[src/rtl/mprj_cfg_loader_if.sv]
// Handshake, configuration-store and serial-chain signals of the pad configuration loader.
interface mprj_cfg_loader_if #(
    parameter int CFG_BITS = 13
);
    logic                start;
    logic                busy;
    logic                done;
    logic [5:0]          cfg_addr;
    logic [CFG_BITS-1:0] cfg_data;
    logic                serial_resetn;
    logic                serial_clock;
    logic                serial_data_out;
    logic                serial_load;

    modport master (
        input  start, cfg_data,
        output busy, done, cfg_addr, serial_resetn, serial_clock, serial_data_out, serial_load
    );

    modport slave (
        output start, cfg_data,
        input  busy, done, cfg_addr, serial_resetn, serial_clock, serial_data_out, serial_load
    );
endinterface

[src/rtl/mprj_cfg_loader.sv]
// Walks the pad configuration store from the top pad down and shifts each word MSB first
// into the user-project serial chain, then strobes serial_load to latch the whole chain.
module mprj_cfg_loader #(
    parameter int NUM_PADS = 38,
    parameter int CFG_BITS = 13,
    parameter int CLK_DIV  = 4
) (
    input logic               clock,
    input logic               reset,
    mprj_cfg_loader_if.master bus
);
    localparam int PAD_W = (NUM_PADS > 1) ? $clog2(NUM_PADS) : 1;
    localparam int BIT_W = $clog2(CFG_BITS);
    localparam int DIV_W = (CLK_DIV > 1) ? $clog2(CLK_DIV) : 1;

    typedef enum logic [2:0] {IDLE, RST_CHAIN, FETCH, SHIFT, LOAD, DONE} state_t;

    state_t              state_q, state_d;
    logic [DIV_W-1:0]    div_q, div_d;
    logic [PAD_W-1:0]    pad_q, pad_d;
    logic [BIT_W-1:0]    bit_q, bit_d;
    logic [CFG_BITS-1:0] sr_q, sr_d;
    // FETCH: second (capture) cycle; SHIFT: current serial_clock level
    logic                phase_q, phase_d;
    logic                div_last;

    logic       busy, done, serial_resetn, serial_clock, serial_data_out, serial_load;
    logic [5:0] cfg_addr;

    assign div_last = (div_q == DIV_W'(CLK_DIV - 1));

    always_comb begin
        state_d         = state_q;
        div_d           = div_q;
        pad_d           = pad_q;
        bit_d           = bit_q;
        sr_d            = sr_q;
        phase_d         = phase_q;
        busy            = 1'b1;
        done            = 1'b0;
        cfg_addr        = '0;
        serial_resetn   = 1'b1;
        serial_clock    = 1'b0;
        serial_data_out = 1'b0;
        serial_load     = 1'b0;
        case (state_q)
            IDLE: begin
                busy = 1'b0;
                if (bus.start) begin
                    state_d = RST_CHAIN;
                    div_d   = '0;
                end
            end
            RST_CHAIN: begin
                serial_resetn = 1'b0;
                if (div_last) begin
                    state_d = FETCH;
                    div_d   = '0;
                    pad_d   = PAD_W'(NUM_PADS - 1);
                    phase_d = 1'b0;
                end else begin
                    div_d = div_q + 1'b1;
                end
            end
            FETCH: begin
                cfg_addr = 6'(pad_q);
                if (!phase_q) begin
                    phase_d = 1'b1;
                end else begin
                    sr_d    = bus.cfg_data;
                    bit_d   = '0;
                    div_d   = '0;
                    phase_d = 1'b0;
                    state_d = SHIFT;
                end
            end
            SHIFT: begin
                serial_clock    = phase_q;
                serial_data_out = sr_q[CFG_BITS-1];
                if (div_last) begin
                    div_d   = '0;
                    phase_d = ~phase_q;
                    // Data moves only with the falling edge, giving a full phase of setup and hold.
                    if (phase_q) begin
                        sr_d  = {sr_q[CFG_BITS-2:0], 1'b0};
                        bit_d = bit_q + 1'b1;
                        if (bit_q == BIT_W'(CFG_BITS - 1)) begin
                            if (pad_q != '0) begin
                                pad_d   = pad_q - 1'b1;
                                state_d = FETCH;
                            end else begin
                                state_d = LOAD;
                            end
                        end
                    end
                end else begin
                    div_d = div_q + 1'b1;
                end
            end
            LOAD: begin
                serial_load = 1'b1;
                if (div_last) begin
                    div_d   = '0;
                    state_d = DONE;
                end else begin
                    div_d = div_q + 1'b1;
                end
            end
            DONE: begin
                busy    = 1'b0;
                done    = 1'b1;
                state_d = IDLE;
            end
            default: state_d = IDLE;
        endcase
    end

    always_ff @(posedge clock or posedge reset) begin
        if (reset) begin
            state_q <= IDLE;
            div_q   <= '0;
            pad_q   <= '0;
            bit_q   <= '0;
            sr_q    <= '0;
            phase_q <= 1'b0;
        end else begin
            state_q <= state_d;
            div_q   <= div_d;
            pad_q   <= pad_d;
            bit_q   <= bit_d;
            sr_q    <= sr_d;
            phase_q <= phase_d;
        end
    end

    assign bus.busy            = busy;
    assign bus.done            = done;
    assign bus.cfg_addr        = cfg_addr;
    assign bus.serial_resetn   = serial_resetn;
    assign bus.serial_clock    = serial_clock;
    assign bus.serial_data_out = serial_data_out;
    assign bus.serial_load     = serial_load;
endmodule

[src/flat_wrapper.sv]
// flat-port wrapper written by rule: the top's interface ports become plain ports
module mprj_cfg_loader_flat 
#(
    parameter int NUM_PADS = 38,
    parameter int CFG_BITS = 13,
    parameter int CLK_DIV  = 4
)
  (clock, reset, bus_start, bus_cfg_data, bus_busy, bus_done, bus_cfg_addr, bus_serial_resetn, bus_serial_clock, bus_serial_data_out, bus_serial_load);
  mprj_cfg_loader_if #(.CFG_BITS(CFG_BITS)) bus_i ();
  input logic clock;
  input logic reset;
  input wire logic [$bits(bus_i.start)-1:0] bus_start;
  input wire logic [$bits(bus_i.cfg_data)-1:0] bus_cfg_data;
  output wire logic [$bits(bus_i.busy)-1:0] bus_busy;
  output wire logic [$bits(bus_i.done)-1:0] bus_done;
  output wire logic [$bits(bus_i.cfg_addr)-1:0] bus_cfg_addr;
  output wire logic [$bits(bus_i.serial_resetn)-1:0] bus_serial_resetn;
  output wire logic [$bits(bus_i.serial_clock)-1:0] bus_serial_clock;
  output wire logic [$bits(bus_i.serial_data_out)-1:0] bus_serial_data_out;
  output wire logic [$bits(bus_i.serial_load)-1:0] bus_serial_load;
  assign bus_i.start = bus_start;
  assign bus_i.cfg_data = bus_cfg_data;
  assign bus_busy = bus_i.busy;
  assign bus_done = bus_i.done;
  assign bus_cfg_addr = bus_i.cfg_addr;
  assign bus_serial_resetn = bus_i.serial_resetn;
  assign bus_serial_clock = bus_i.serial_clock;
  assign bus_serial_data_out = bus_i.serial_data_out;
  assign bus_serial_load = bus_i.serial_load;
  mprj_cfg_loader #(.NUM_PADS(NUM_PADS), .CFG_BITS(CFG_BITS), .CLK_DIV(CLK_DIV)) u_core (.clock(clock), .reset(reset), .bus(bus_i));
endmodule
[config.mk]
export PLATFORM = sky130hd
export DESIGN_NAME = mprj_cfg_loader_flat
export DESIGN_NICKNAME = d
export VERILOG_FILES = /design/src/rtl/mprj_cfg_loader_if.sv /design/src/rtl/mprj_cfg_loader.sv /design/src/flat_wrapper.sv
export SDC_FILE = /design/constraint.sdc
export NUM_CORES = 1
export LEC_CHECK = 0
export CORE_ASPECT_RATIO = 0.6
export CORE_MARGIN = 2
export CORE_UTILIZATION = 50
export DETAILED_ROUTE_END_ITERATION = 8
export GPL_TIMING_DRIVEN = 1
export PLACE_DENSITY_LB_ADDON = 0.3
export SLEW_MARGIN = 25
export SYNTH_ARGS = -nofsm -noshare
export SYNTH_HDL_FRONTEND = slang
export SYNTH_SLANG_ARGS = --single-unit
[constraint.sdc]
create_clock -name clock -period 2.2 [get_ports clock]
set_input_delay 0.22 -clock clock [delete_from_list [all_inputs] [get_ports clock]]
set_output_delay 0.22 -clock clock [all_outputs]
set_load 0.01 [all_outputs]
# After elaboration in Yosys (flattened, before gate mapping)
# Index checks and enable logic that the tools add are counted.
# totals
register_bits	29
latch_bits	0
ramBits	0
mem_bits_ro	0
in_bits	16
output_inout_bits	12
elab_cells	76
n_memories	0
# op_classes
n_addsub	3
multipliers	0
div_mod_pow	0
magnitude_cmp	0
eq_ne	15
shifts	0
mux	38
n_bitwise	1
reduce_logical	13
# ops
operator	count
$mux W13	3
$mux W6	6
$pmux W13 S2	1
$mux W3	8
$pmux W3 S5	1
$ne A2 B1 Y1 const B	7
$mux W4	3
$pmux W6 S2	1
$mux W1	9
$pmux W4 S2	1
$reduce_and A7 Y1	1
$eq A3 B2 Y1 const B	2
$eq A3 B3 Y1 const B	2
$mux W2	3
$pmux W2 S3	1
$reduce_and A3 Y1	2
$reduce_and A6 Y1	1
$reduce_bool A3 Y1	2
$reduce_bool A6 Y1	1
$sub A6 B1 Y6 const B	1
$add A4 B1 Y4 const B	1
$eq A4 B4 Y1 const B	1
$reduce_and A4 Y1	1
$reduce_bool A2 Y1	2
other kinds (9)	9

# Longest topological paths before layout
# Gate-level depths: netlist of the first run.
# depth
ltp_word	6
mapped_depth	8
mapped_depth_nobuf	6

# Worst setup path before layout of the first run
# OpenSTA, ideal clock, no wires.
# synth_timing
kind	flip-flop to flip-flop
start	register u_core.pad_q[0]
end	register u_core.pad_q[5]
setup_time_ps	126
arrival_ps	1505
required_time_ps	2074
path_slack_ps	569
stages_incl_launch_ff	7
n_path_buf	0
period_less_slack_ps	1631
path_cell_list	dfrtp_1 > inv_1 > ha_1 > or4b_4 > o221ai_4 > a21oi_1 > o32a_1
# synth_between
elab_chain_cells	6
word_cells_on_any_way	9
classes_between	add/sub (1); eq/ne (1); mux (5); reduce/logical (2)
# synth_rtl
element	line	rtl
from (decl)	mprj_cfg_loader.sv:20	logic [PAD_W-1:0] pad_q, pad_d;
from (signal assigned)	mprj_cfg_loader.sv:129	pad_q <= pad_d;
$sub A6 B1 Y6	mprj_cfg_loader.sv:89	pad_d = pad_q - 1'b1;
$mux W6	mprj_cfg_loader.sv:88	if (pad_q != '0) begin
$mux W6	mprj_cfg_loader.sv:87	if (bit_q == BIT_W'(CFG_BITS - 1)) begin
$mux W6	mprj_cfg_loader.sv:84	if (phase_q) begin
$mux W6	mprj_cfg_loader.sv:80	if (div_last) begin
$pmux W6 S2	mprj_cfg_loader.sv:46	case (state_q)
# Parallel ways exist; a longest one is shown, timed or not. The select of a mux whose other input is x is not followed.
# A chain may end at the register's enable or synchronous reset.

# Worst setup path in the final report of the first run
# layout_timing
start	register u_core.state_q[1]
end	output port bus_cfg_addr[2]
# layout_between
elab_chain_cells	2
# layout_rtl
element	line	rtl
from (decl)	mprj_cfg_loader.sv:18	state_t state_q, state_d;
from (signal assigned)	mprj_cfg_loader.sv:127	state_q <= state_d;
$eq A3 B2 Y1	mprj_cfg_loader.sv:46	
$mux W6	mprj_cfg_loader.sv:46	
to (decl)	flat_wrapper.sv:16	output wire logic [$bits(bus_i.cfg_addr)-1:0] bus_cfg_addr;
# No other way between the ends.

==> flow_summary_export.csv, run 1 <==
group,metric,value,unit
clock_tree,worstSkewPairLatency,0.28,ns
floorplanning,core_area,3203,um^2
pwr,power_density,519.6,nW/um^2
pwr,p_leak,0.8732,nW
synthesis,yosys.cell_types.count,42,
worst_setup_path,cp_data_required_time,1.98,ns
synthesis,synth_top_area_frac,0.4407,
floorplanning,start_util,0.5141,
grt,gr-usage-all-layers,0.2188,
synthesis,yosysWarnings,0,
final_layout,multi_input_area,832.0,um^2
flow_run,drv_cap,0,
sta,setup_tns,0,ns
clock_tree,clkTransAtPathRegs,0.07,ns
synthesis,avgSynthCellArea,9.573,um^2
floorplanning,fp.dieH,48.45,um
synthesis,synth_edf_count,0,
sta,fmax,470.3,MHz
route,vias,1371,
synthesis,ys_ff_latch,29,
floorplanning,boundaryPins,28,
grt,antenna_found_initial,0,
synthesis,yosysTopAreaCell,"dfrtp_1",
worst_setup_path,reg2reg_depth,6,
synthesis,yosysSeqAreaShare,0.4407,
worst_setup_path,end_kind,"output port",
placed_design,dp_hpwl,2612,um
final_layout,drive_gt1_frac,0.1353,
sta,skew,0.002987,ns
sta,rsz0062_at_grt,"false",
route,routed_via_density,5.440,
synthesis,netlist_top_cells_area,"dfrtp_1 (44%), mux2i_1 (7.3%), o21ai_0 (7.0%)",
worst_setup_path,cp_num_buf_inv,3,
worst_setup_path,max_stage_delay,0.55,ns
final_layout,syn_to_final_growth,27.51,%
synthesis,synthArstFlopShare,1.000,
sta,setup_viol,0,
worst_setup_path,path_delay_family,"buffers and inverters",
pwr,ir_drop,0.3632,mV
clock_tree,cts_sinks,29,
floorplanning,die_w,78.09,um
final_layout,final_nets,226,
grt,grt_max_degree,30,
synthesis,synth-main-ff-cell,"dfrtp_1",
clock_tree,clk_path_buf_depth,2,
clock_tree,cts_tree,"yes",
synthesis,synth_fp_nets,192,
sta,post-route-min-period,2.126,ns
final_layout,fillers,263,
final_layout,final_cell_count_no_fill,252,
sta,tightest_slew,0.3737,ns
worst_setup_path,r2r_slack,0.42,ns
synthesis,syn_inst,172,
grt,grt_pass1_wl,6389,um
sta,slew-limit-headroom,0.7509,
worst_setup_path,critPathKind,"flip-flop to output port",
route,ant_nets,0,
clock_tree,htree_levels,2,
synthesis,syn_area,1647,um^2
route,drt_wl_total,3602,um
floorplanning,row_count,16,
worst_setup_path,worstPathMaxFanout,9,
route,drc,0,
final_layout,diodes,0,
placed_design,gp_congestion,0.8506,
sta,finalCritPeriodShare,0.9666,
grt,first_global_vias,1334,
placed_design,port_buffers,27,
clock_tree,root_buffer,"clkbuf_8",
sta,drv_slew,0,
route,dr.pass1.iters,4,
worst_setup_path,reg2reg_from,"u_core.pad_q[0]$_DFFE_PP0P_",
worst_setup_path,r2r-end,"u_core.pad_q[5]$_DFFE_PP0P_",
clock_tree,cts_buffers,5,
route,routedWlPerCell,14.29,um
sta,hold_violations,0,
floorplanning,fp.dieArea,3783,um^2
worst_setup_path,critPathArrivalTime,1.91,ns
worst_setup_path,start_kind,"flip-flop",
worst_setup_path,path_cells,"inv_2, nor3_1, buf_4, and2_1, clkdlybuf4s50_1",
run_status,status,"finished clean",
route,drt_iter0_drc,57,
min_path,hp-class,"input port to async pin",
worst_setup_path,slowest_stage,"clkdlybuf4s50_1",
grt,grt.overflow.total,0,
final_layout,seqCellArea,726.9,um^2
placed_design,dp.cells,242,
clock_tree,postCtsHoldBufs,0,
==> flip-flops by register name, summed over array words and instances (netlist names) <==
register / flops
u_core.state_q: 3
u_core.bit_q: 4
u_core.pad_q: 6
u_core.phase_q: 1
u_core.div_q: 2
u_core.sr_q: 13
==> what timing repair did <==
| action | CTS | global route |
|---|---|---|
| resized for setup | 1 | 0 |
| buffers inserted | 0 | 2 |
| setup endpoints to repair | 4 | 4 |
==> per-layer routing <==
metal / track usage / routed length, um / vias up
met5: 0 / 0 / -
met4: 0.06140 / 34 / 0
met3: 0.07276 / 165 / 6
met2: 0.3089 / 1591 / 39
met1: 0.3209 / 1810 / 648
li1: - / - / 678
==> cells in the final DEF, fill, tap and decap left out, types with 2 or more instances in the layout <==
| cell type | netlist | final |
|---|---|---|
| nand2_1 | 24 | 24 |
| or3_1 | 3 | 3 |
| nor2_1 | 5 | 5 |
| nor2b_1 | 3 | 3 |
| and2_1 | 7 | 7 |
| a21o_1 | 2 | 2 |
| nor4_1 | 2 | 2 |
| mux2i_1 | 12 | 12 |
| o31ai_1 | 5 | 5 |
| buf_4 | 3 | 11 |
| ha_1 | 4 | 4 |
| and3_1 | 3 | 3 |
| a21oi_1 | 3 | 3 |
| inv_1 | 7 | 7 |
| nand2b_1 | 2 | 2 |
| nor3_1 | 2 | 2 |
| clkdlybuf4s50_1 | 0 | 27 |
| o21ai_0 | 23 | 23 |
| clkbuf_8 | 0 | 7 |
| nand3_1 | 2 | 2 |
| a32oi_1 | 2 | 2 |
| dfrtp_1 | 29 | 28 |
| mux2_2 | 2 | 2 |
==> how the worst max path moves through the flow <==
| stage | startpoint | end | slack, ns | cells past startpoint |
|---|---|---|---|---|
| 2_1_floorplan | u_core.pad_q[0]$_DFFE_PP0P_ | u_core.pad_q[5]$_DFFE_PP0P_ | 0.57 | 6 |
| 3_3_place_gp | u_core.state_q[1]$_DFFE_PP0P_ | bus_cfg_addr[2] | 0.31 | 5 |
| 3_5_place_dp | u_core.state_q[1]$_DFFE_PP0P_ | bus_cfg_addr[2] | 0.22 | 5 |
| 4_1_cts | u_core.state_q[1]$_DFFE_PP0P_ | bus_cfg_addr[2] | 0.005 | 5 |
| 5_1_grt | u_core.state_q[1]$_DFFE_PP0P_ | bus_cfg_addr[5] | 0.003 | 5 |
| 6_report | u_core.state_q[1]$_DFFE_PP0P_ | bus_cfg_addr[2] | 0.07 | 5 |
==> final cells by class <==
type                            instances  area share
Clock buffer                            7     0.04589
Clock inverter                          1    0.002384
Inverter                                8     0.01430
Multi-Input combinational cell        124      0.3963
Sequential cell                        29      0.3462
Tap cell                               45     0.02682
Timing Repair Buffer                   38      0.1681
==> where the power goes <==
| group | total (mW) | switching (mW) | internal (mW) | leakage, nW |
|---|---|---|---|---|
| sequential | 0.545 | 0.00384 | 0.541 | 0.340 |
| combinational | 0.0520 | 0.0206 | 0.0314 | 0.479 |
| clock | 0.494 | 0.212 | 0.282 | 0.0542 |
==> cell families after synthesis <==
group           share of synthesized area
simple gates                       0.2021
buf+inv                           0.05395
xor+xnor                          0.01064
fa+ha+maj                         0.03040
compound gates                     0.1755
flops                              0.4407
mux                               0.08663
==> Yosys cell counts, types with 2 or more instances <==
cell / count
dfrtp_1: 29
nand2_1: 24
o21ai_0: 23
mux2i_1: 12
and2_1: 7
inv_1: 7
buf_2: 5
nor2_1: 5
o31ai_1: 5
ha_1: 4
a21oi_1: 3
and3_1: 3
buf_4: 3
clkbuf_1: 3
nor2b_1: 3
or3_1: 3
a21o_1: 2
a32oi_1: 2
mux2_2: 2
nand2b_1: 2
nand3_1: 2
nor3_1: 2
nor4_1: 2
==> stage by stage <==
stage               utilization  setup slack (ns)  total power, mW  hold slack, ns  area [um^2]
floorplan                     -            0.5690           0.5706          0.2981         1647
global placement         0.6188            0.3132           0.6051          0.4615         1982
detailed placement       0.6188            0.2175           0.6080          0.4697         1982
CTS                      0.6508          0.005293            1.104          0.3486         2085
global route             0.6555          0.002689            1.137          0.3910         2100
finish                   0.6555           0.07353            1.091          0.3322         2100
==> tightest hold or removal path, stage by stage <==
cell	delay [ns]
clkdlybuf4s50_1	0.41
inv_1	0.06
buf_4	0.34
Power figures use the tool's default switching activity.
==> run 2: changes to the inputs <==
--- a/config.mk
+++ b/config.mk
@@ -10,7 +10,9 @@
 export CORE_UTILIZATION = 50
 export DETAILED_ROUTE_END_ITERATION = 8
 export GPL_TIMING_DRIVEN = 1
-export PLACE_DENSITY_LB_ADDON = 0.3
+export HOLD_SLACK_MARGIN = 0.1
+export MAX_ROUTING_LAYER = met4
+export PLACE_DENSITY = 0.76
 export SLEW_MARGIN = 25
 export SYNTH_ARGS = -nofsm -noshare
 export SYNTH_HDL_FRONTEND = slang
==> run 2 against run 1 <==
Effect of this change: non-clock buffer count is 3 lower; sequential cell count stayed put; critical endpoint is now bus_cfg_addr[5]; design area is 1.8% lower; highest routed layer unchanged; critical path depth stayed put; combinational power is 2% lower; clock power is 16% lower; global-route usage is 0.48 points higher; via count is 1.5% higher; count of clock-buffer cells in the layout is 1 lower; first-iteration DRC count is 5.3% higher; worst setup slack better by 0.046 ns; total power is 7.2% lower.
==> flow_summary_export.csv, run 2 (synthesis results as in run 1) <==
group,metric,value,unit
route,routedWlPerCell,14.75,um
grt,grt.overflow.total,0,
final_layout,fillers,282,
sta,tightest_slew,0.3666,ns
clock_tree,post-cts-setup-buffers,0,
worst_setup_path,r2r_slack,0.39,ns
grt,grt_pass1_wl,6417,um
route,dr_wl_met3,227,um
run_status,status,"finished clean",
final_layout,final_nets,223,
grt,antenna_found_initial,0,
route,vias,1392,
grt,first_global_vias,1366,
floorplanning,fp.dieArea,3783,um^2
clock_tree,clkTransAtPathRegs,0.06,ns
clock_tree,root_buffer,"clkbuf_8",
sta,hold_violations,0,
route,met1_length,1764,um
final_layout,diodes,0,
route,dr.pass1.iters,4,
final_layout,reg_top3,"u_core.sr_q x13, u_core.pad_q x6, u_core.bit_q x4",
pwr,power_density,491.1,nW/um^2
floorplanning,fp.dieH,48.45,um
clock_tree,htree_levels,2,
worst_setup_path,setup.worst_path.end,"bus_cfg_addr[5]",
final_layout,syn_to_final_growth,25.15,%
worst_setup_path,critPathKind,"flip-flop to output port",
sta,post-route-min-period,2.081,ns
worst_setup_path,cp-startpoint,"u_core.state_q[1]$_DFFE_PP0P_",
worst_setup_path,slowest_stage,"clkdlybuf4s50_1",
floorplanning,row_count,16,
route,top_layer,"met4",
placed_design,gp_congestion,0.8591,
final_layout,layout_commonest_cell,"dfrtp_1",
sta,skew,0.005839,ns
route,dr_wl_met2,1596,um
worst_setup_path,start_kind,"flip-flop",
route,drc,0,
route,drt_iter0_drc,60,
worst_setup_path,r2r-end,"u_core.pad_q[2]$_DFFE_PP0P_",
clock_tree,cts_tree,"yes",
grt,gr-usage-all-layers,0.2235,
sta,setup_tns,0,ns
min_path,hp-class,"input port to async pin",
worst_setup_path,reg2reg_depth,6,
placed_design,port_buffers,27,
flow_run,drv_cap,0,
clock_tree,worstSkewPairLatency,0.28,ns
grt,grt_max_degree,30,
worst_setup_path,reg2reg_from,"u_core.pad_q[0]$_DFFE_PP0P_",
sta,setup_viol,0,
sta,finalCritPeriodShare,0.9458,
pwr,p_leak,0.8538,nW
route,ant_nets,0,
pwr,ir_drop,0.3575,mV
final_layout,most-common-layout-cells,"dfrtp_1 (28), clkdlybuf4s50_1 (27), nand2_1 (24)",
final_layout,drive_gt1_frac,0.1225,
placed_design,dp_hpwl,2669,um
final_layout,largest_register_ffs,13,
final_layout,fin_util,0.6434,
worst_setup_path,critPathArrivalTime,1.86,ns
clock_tree,cts_sinks,29,
worst_setup_path,path_cells,"inv_2, nor3_1, buf_4, and2_1, clkdlybuf4s50_1",
worst_setup_path,max_stage_delay,0.54,ns
worst_setup_path,worstPathMaxFanout,10,
sta,slew-limit-headroom,0.7556,
route,drt_wl_total,3673,um
sta,fmax,480.6,MHz
worst_setup_path,cp_data_required_time,1.98,ns
final_layout,max_flop_register,"u_core.sr_q",
clock_tree,clk_path_buf_depth,2,
worst_setup_path,end_kind,"output port",
floorplanning,start_util,0.5141,
sta,drv_slew,0,
clock_tree,cts_buffers,5,
floorplanning,die_w,78.09,um
route,routed_via_density,5.590,
sta,rsz0062_at_grt,"false",
floorplanning,core_area,3203,um^2
floorplanning,boundaryPins,28,
run 2: changes by cell type in the layout (fill, tap and decap cells not counted):
cell,delta
buf_4,-3
clkbuf_8,-2
clkbuf_1,+1
clkinv_2,+1
nor2b_1,-1
nor2b_2,+1
run 2: repair_timing:
| action | CTS | global route |
|---|---|---|
| gates resized for setup | 1 | 1 |
| hold buffers | 0 | 0 |
| pin swaps | 0 | 0 |
| endpoints found under the setup margin | 1 | 7 |
run 2: how the worst min path moves through the flow:
stage	from	endpoint	slack (ns)	cells past startpoint
2_1_floorplan	reset	u_core.bit_q[0]$_DFFE_PP0P_	0.30	1
3_3_place_gp	u_core.sr_q[10]$_DFFE_PP0P_	u_core.sr_q[10]$_DFFE_PP0P_	0.46	2
3_5_place_dp	u_core.sr_q[8]$_DFFE_PP0P_	u_core.sr_q[8]$_DFFE_PP0P_	0.47	2
4_1_cts	reset	u_core.sr_q[7]$_DFFE_PP0P_	0.32	3
5_1_grt	reset	u_core.pad_q[0]$_DFFE_PP0P_	0.37	3
6_report	reset	u_core.sr_q[6]$_DFFE_PP0P_	0.31	3
run 2: final cells by class:
cell class / instances / area, um^2 / area share
well taps: 45 / 56.30 / 0.02732
clock inverters: 2 / 10.01 / 0.004857
flip-flops and latches: 29 / 726.9 / 0.3528
repair buffers: 35 / 330.3 / 0.1603
inverters: 8 / 30.03 / 0.01457
multi-input cells: 124 / 834.6 / 0.4050
clock buffers: 6 / 72.57 / 0.03522
run 2: worst max-delay path: cells and delay by family (launching register included):
kind,cells,cell delay (ns)
buf+inv,3,0.78
flops,1,0.47
simple gates,2,0.34
run 2: power breakdown:
part	switching (mW)	total, mW	internal, mW
Clock	0.198	0.416	0.218
Sequential	0.00395	0.545	0.541
Combinational	0.0194	0.0508	0.0314
Total	0.221	1.01	0.791
run 2: through the flow:
| stage | total power, mW | std cells | hold WS [ns] | setup WS (ns) | instance area [um^2] |
|---|---|---|---|---|---|
| 5_1_grt | 1.049 | 249 | 0.3675 | 0.02261 | 2061 |
| 4_1_cts | 1.023 | 249 | 0.3153 | 0.05818 | 2059 |
| 2_1_floorplan | 0.5706 | 172 | 0.2981 | 0.5690 | 1647 |
| 3_3_place_gp | 0.6050 | 241 | 0.4621 | 0.3464 | 1974 |
| 3_5_place_dp | 0.6066 | 241 | 0.4692 | 0.2721 | 1974 |
| 6_report | 1.012 | 249 | 0.3074 | 0.1193 | 2061 |
run 2: metal layers:
metal | vias to the layer above | track usage
met4 | 0 | 0.09357
li1 | 673 | -
met5 | - | -
met1 | 661 | 0.3058
met3 | 10 | 0.05410
met2 | 48 | 0.3204
